[config.mk]
export PLATFORM = sky130hd
export DESIGN_NAME = rca_arbiter
export DESIGN_NICKNAME = d
export VERILOG_FILES = /design/src/rtl/rca_pkg.sv /design/src/rtl/rca.sv /design/src/rtl/rca_arbiter.sv
export SDC_FILE = /design/constraint.sdc
export NUM_CORES = 1
export LEC_CHECK = 0
export ABC_AREA = 1
export CORE_MARGIN = 4
export CORE_UTILIZATION = 55
export CTS_CLUSTER_DIAMETER = 60
export DETAILED_ROUTE_END_ITERATION = 6
export DONT_BUFFER_PORTS = 1
export PLACE_DENSITY = 0.73
export SETUP_SLACK_MARGIN = 0.2
export SYNTH_ARGS = -nofsm -noshare
export SYNTH_HDL_FRONTEND = slang
export SYNTH_SLANG_ARGS = --single-unit
[constraint.sdc]
create_clock -name clk -period 12.5 [get_ports clk]
set_input_delay 3.125 -clock clk [delete_from_list [all_inputs] [get_ports clk]]
set_output_delay 3.125 -clock clk [all_outputs]
set_load 0.1 [all_outputs]
[src/rtl/rca_pkg.sv]
`default_nettype none
// ============================================================================
// Module      : rca_pkg
// Description : Shared types and default constants for the rca_arbiter block.
// Revision    : 1.0 - initial release
// ============================================================================
package rca_pkg;

  localparam int RCA_WIDTH   = 32;
  localparam int RCA_NUM_REQ = 4;
  localparam int ID_W        = (RCA_NUM_REQ > 1) ? $clog2(RCA_NUM_REQ) : 1;

  typedef enum logic [1:0] {
    IDLE = 2'd0,
    EXEC = 2'd1,
    RESP = 2'd2
  } rca_arb_state_t;

endpackage
`default_nettype wire

[src/rtl/rca.sv]
`default_nettype none
// ============================================================================
// Module      : rca
// Description : Parameterised ripple-carry adder, the shared datapath.
// Revision    : 1.0 - initial release
// ============================================================================
module rca #(
  parameter int WIDTH = 32
) (
  input  logic [WIDTH-1:0] a,
  input  logic [WIDTH-1:0] b,
  input  logic             cin,
  output logic [WIDTH-1:0] sum,
  output logic             cout
);

  logic [WIDTH:0] carry;

  assign carry[0] = cin;

  // One full adder per bit; the carry ripples from LSB to MSB.
  for (genvar i = 0; i < WIDTH; i++) begin : g_bit
    assign sum[i]       = a[i] ^ b[i] ^ carry[i];
    assign carry[i + 1] = (a[i] & b[i]) | (carry[i] & (a[i] ^ b[i]));
  end

  assign cout = carry[WIDTH];

endmodule
`default_nettype wire

[src/rtl/rca_arbiter.sv]
`default_nettype none
// ============================================================================
// Module      : rca_arbiter
// Description : Round-robin scheduler sharing one rca adder between NUM_REQ
//               requesters; returns WIDTH+1-bit sum plus requester ID.
// Revision    : 1.0 - initial release
// ============================================================================
module rca_arbiter
  import rca_pkg::*;
#(
  parameter  int WIDTH   = RCA_WIDTH,
  parameter  int NUM_REQ = RCA_NUM_REQ,
  localparam int ID_W    = (NUM_REQ > 1) ? $clog2(NUM_REQ) : 1
) (
  input  logic                     clk,
  input  logic                     rst_n,
  input  logic [NUM_REQ-1:0]       req_valid,
  output logic [NUM_REQ-1:0]       req_ready,
  input  logic [NUM_REQ*WIDTH-1:0] req_a,
  input  logic [NUM_REQ*WIDTH-1:0] req_b,
  output logic                     rsp_valid,
  input  logic                     rsp_ready,
  output logic [WIDTH:0]           rsp_sum,
  output logic [ID_W-1:0]          rsp_id,
  output logic                     busy
);

  rca_arb_state_t state, next_state;

  logic [ID_W-1:0]  rr_ptr;
  logic [ID_W-1:0]  grant;
  logic             grant_vld;
  logic [WIDTH-1:0] sel_a, sel_b;
  logic [WIDTH-1:0] op_a, op_b;
  logic [ID_W-1:0]  id_q;
  logic [WIDTH:0]   sum_q;
  logic             busy_q;
  logic [WIDTH-1:0] add_sum;
  logic             add_cout;
  logic             accept;

  // Round-robin search: first valid requester at or above rr_ptr, wrapping.
  always_comb begin
    int               idx;
    logic [ID_W-1:0]  sel;
    grant     = '0;
    grant_vld = 1'b0;
    idx       = 0;
    sel       = '0;
    for (int i = 0; i < NUM_REQ; i++) begin
      idx = int'(rr_ptr) + i;
      if (idx >= NUM_REQ) idx = idx - NUM_REQ;
      sel = ID_W'(idx);
      if (!grant_vld && req_valid[sel]) begin
        grant     = sel;
        grant_vld = 1'b1;
      end
    end
  end

  // Operand mux for the granted requester.
  always_comb begin
    sel_a = '0;
    sel_b = '0;
    for (int i = 0; i < NUM_REQ; i++) begin
      if (grant == ID_W'(i)) begin
        sel_a = req_a[i*WIDTH +: WIDTH];
        sel_b = req_b[i*WIDTH +: WIDTH];
      end
    end
  end

  // Only the winner sees ready, and only while the adder is free.
  always_comb begin
    req_ready = '0;
    if (state == IDLE && grant_vld) req_ready[grant] = 1'b1;
  end

  assign accept = (state == IDLE) && grant_vld;

  // FSM state register.
  always_ff @(posedge clk or negedge rst_n) begin
    if (!rst_n) state <= IDLE;
    else        state <= next_state;
  end

  // FSM next-state logic.
  always_comb begin
    next_state = state;
    case (state)
      IDLE:    if (grant_vld) next_state = EXEC;
      EXEC:    next_state = RESP;
      RESP:    if (rsp_ready) next_state = IDLE;
      default: next_state = IDLE;
    endcase
  end

  rca #(.WIDTH(WIDTH)) u_rca (
    .a    (op_a),
    .b    (op_b),
    .cin  (1'b0),
    .sum  (add_sum),
    .cout (add_cout)
  );

  // Operand capture, pointer advance, result capture and registered busy.
  always_ff @(posedge clk or negedge rst_n) begin
    if (!rst_n) begin
      rr_ptr <= '0;
      op_a   <= '0;
      op_b   <= '0;
      id_q   <= '0;
      sum_q  <= '0;
      busy_q <= 1'b0;
    end else begin
      busy_q <= (next_state != IDLE);
      if (accept) begin
        op_a   <= sel_a;
        op_b   <= sel_b;
        id_q   <= grant;
        rr_ptr <= (grant == ID_W'(NUM_REQ - 1)) ? '0 : grant + 1'b1;
      end
      if (state == EXEC) sum_q <= {add_cout, add_sum};
    end
  end

  assign rsp_valid = (state == RESP);
  assign rsp_sum   = sum_q;
  assign rsp_id    = id_q;
  assign busy      = busy_q;

endmodule
`default_nettype wire

==> flow_summary.json <==
{
  "drive_above_1_share": 0.113,
  "synth_top_family_by_area": "simple AND/OR/NAND/NOR gates",
  "crit_slowest_cell": "fa_2",
  "grt_busiest_layer": "met2",
  "drt_wl_total_mm": 18.3,
  "yosysUniqueCellTypes": 26,
  "cts_max_path_buffers": 2,
  "netlist_top_cells_count": "419 x nand2_1, 136 x o21ai_0, 104 x dfrtp_1, 65 x a21oi_1, 34 x clkbuf_1",
  "yosysSeqAreaShare": 0.384,
  "end_kind": "register",
  "ys_warn_count": 0,
  "drv_slew": 0,
  "die_w_um": 119,
  "synth_nets": 1202,
  "initial_core_util": 0.564,
  "timing.fmax_mhz": 83.3,
  "avgSynthCellArea_um2": 7.50,
  "worstSetupPathType": "register to register",
  "synth_top_cell_by_area": "dfrtp_1",
  "slew_headroom": 0.243,
  "grt_first_pass_wirelength_mm": 28.9,
  "synth_edf_count": 0,
  "cp_slowest_stage_delay_ps": 420,
  "drt_iter0_drc": 408,
  "ys_seq_elements": 104,
  "clk_latency_ps": 330,
  "startpoint": "op_a[0]",
  "rows": 40,
  "die_area_mm2": 0.0142,
  "tightest_slew_ps": 1140,
  "dr.pass1.iters": 5,
  "cts.sinks": 104,
  "rsz0062_at_grt": "no",
  "drc": 0,
  "via_per_inst": 5.81,
  "maxCapViolCount": 0,
  "hold_viol": 0,
  "fin_area_mm2": 0.00707,
  "nets": 1159,
  "grt_pass1_vias": 5780,
  "grt_overflow": 0,
  "antenna_found_initial": 0,
  "finClkSkew_ps": 10.3,
  "grt_max_degree": 131,
  "async_flop_share": 1.00,
  "synth_xor_area_frac": 0,
  "hpwl_mm": 13.3,
  "cts-root-buf": "clkbuf_16",
  "placedInstanceArea_mm2": 0.00673,
  "n_antenna_cell": 0,
  "holdBufCountCts": 0,
  "portBuffers": 0,
  "synth_area_leaders": "dfrtp_1 38%, nand2_1 23%, o21ai_0 10%, fa_1 9.2%, mux2_2 5.0%",
  "die_y_um": 119,
  "syn_to_final_growth_pct": 4.42,
  "crit_path_max_fanout": 2,
  "r2r-start": "op_a[0]",
  "clk_pin_slew_worst_paths_ps": 70,
  "ant_nets": 0,
  "cp-start-kind": "register",
  "core_area_mm2": 0.0120,
  "crit_arrival_ps": 12240,
  "place_congestion": 0.881,
  "cts_tree": "yes",
  "track_usage": 0.253,
  "hp-start": "op_b[25]",
  "yosys.area_share.adder": 0.101,
  "synth_area_mm2": 0.00677,
  "synth_top_area_share": 0.384,
  "use_met1": 0.337,
  "holdCritPathClass": "register to register",
  "finalSetupViolCount": 0,
  "muxShareOfSynthArea": 0.0499,
  "vias": 5878,
  "yosysMostFrequentCell": "nand2_1",
  "num_io_pins": 304,
  "fill_cells": 1096,
  "met3_usage": 0.0499,
  "synth_compound_area_frac": 0.154,
  "cts_buffers": 9,
  "period_share": 0.960,
  "wl_per_cell_um": 18.1,
  "path_common_cell": "fa_2",
  "required_ps": 12740,
  "synth_cells": 903,
  "ctsHtreeMaxLevel": 3,
  "synthFlopType": "dfrtp_1",
  "outcome": "finished clean",
  "gr-usage-met2": 0.428,
  "finalCriticalPeriod_ps": 12010,
  "synthSimpleGateAreaFrac": 0.252
}
-- critical path: cells and delay by family, from the launching register on --
kind | cells | cell delay, ps
adders and majority gates | 32 | 11190
AOI/OAI and AO/OA | 1 | 130
buffers and inverters | 3 | 190
DFF | 1 | 380
-- sequential cells by signal, summed over array words and instances (netlist names) --
name and count:
rsp_sum 33, op_a 32, op_b 32, rr_ptr 2, rsp_id 2, state 2
busy 1
-- layout by cell type (no fill, tap or decap) --
cell type	netlist	layout
a21oi_1	65	65
buf_4	5	5
clkbuf_1	34	1
clkbuf_16	0	9
clkbuf_8	0	1
clkinv_1	0	1
clkinv_4	0	1
clkinvlp_4	0	3
dfrtp_1	104	104
fa_1	31	4
fa_2	0	27
ha_1	5	2
ha_2	0	2
ha_4	0	1
inv_1	23	21
inv_2	1	2
inv_4	1	1
mux2_2	30	30
nand2_1	419	418
nand2_2	2	3
nand2_4	1	1
nand3_1	7	7
nand3_2	1	1
nand4_1	1	1
nor2_1	9	4
nor2_2	1	5
nor2_4	1	2
o21ai_0	136	135
o21ai_1	1	2
o21ai_2	4	4
or2_1	1	1
-- layout make-up --
type,count,area (µm²),share of cell area
multi-input combinational,715,3880,0.548
timing repair buffer,5,37.5,0.00531
clock inverter,4,31.3,0.00442
tap,147,184,0.0260
inverter,25,96.3,0.0136
sequential,104,2600,0.368
clock buffer,11,243,0.0343
-- logic make-up (layout without fill, tap and decap cells) --
logic type / count (synthesis) / in the layout
AND/OR/NAND/NOR: 443 / 443
AO/OA/AOI/OAI: 206 / 206
flip-flops: 104 / 104
buffers and inverters: 84 / 45
adder cells (fa/ha/maj): 36 / 36
multiplexers: 30 / 30
-- per-stage QoR --
| step | hold WS, ps | TNS [ps] | util | cells | setup WS [ps] |
|---|---|---|---|---|---|
| CTS | 509 | 0 | 0.586 | 1010 | 245 |
| floorplan | 453 | 0 | - | 903 | 225 |
| global route | 522 | 0 | 0.589 | 1011 | 218 |
| finish | 509 | 0 | 0.589 | 1011 | 494 |
| detailed placement | 493 | -1110 | 0.561 | 995 | -551 |
| global placement | 473 | -207 | 0.561 | 995 | -207 |
-- layer usage --
metal	up-vias	routed length, µm
met1	2783	7690
met5	-	0
met3	18	1270
met4	0	229
met2	259	9070
li1	2818	-
-- final timing paths --
path,cells past startpoint,endpoint,slack [ps]
min in group asynchronous,0,state[1],2480
max in group asynchronous,0,op_b[24],9860
setup reg to reg,36,rsp_sum[31],490
hold / removal,2,op_b[25],510
setup / recovery,36,rsp_sum[31],490
hold reg to reg,2,op_b[25],510
-- repair_timing --
action	in CTS	in global routing
endpoints found under the hold margin	0	0
endpoints found under the setup margin	4	1
gates resized for setup	15	10
pin swaps	0	5
buffers inserted	0	1
Power is left out: the tool's default activity adds up to more than one toggle a clock period on the data nets, which glitch-free logic cannot reach.
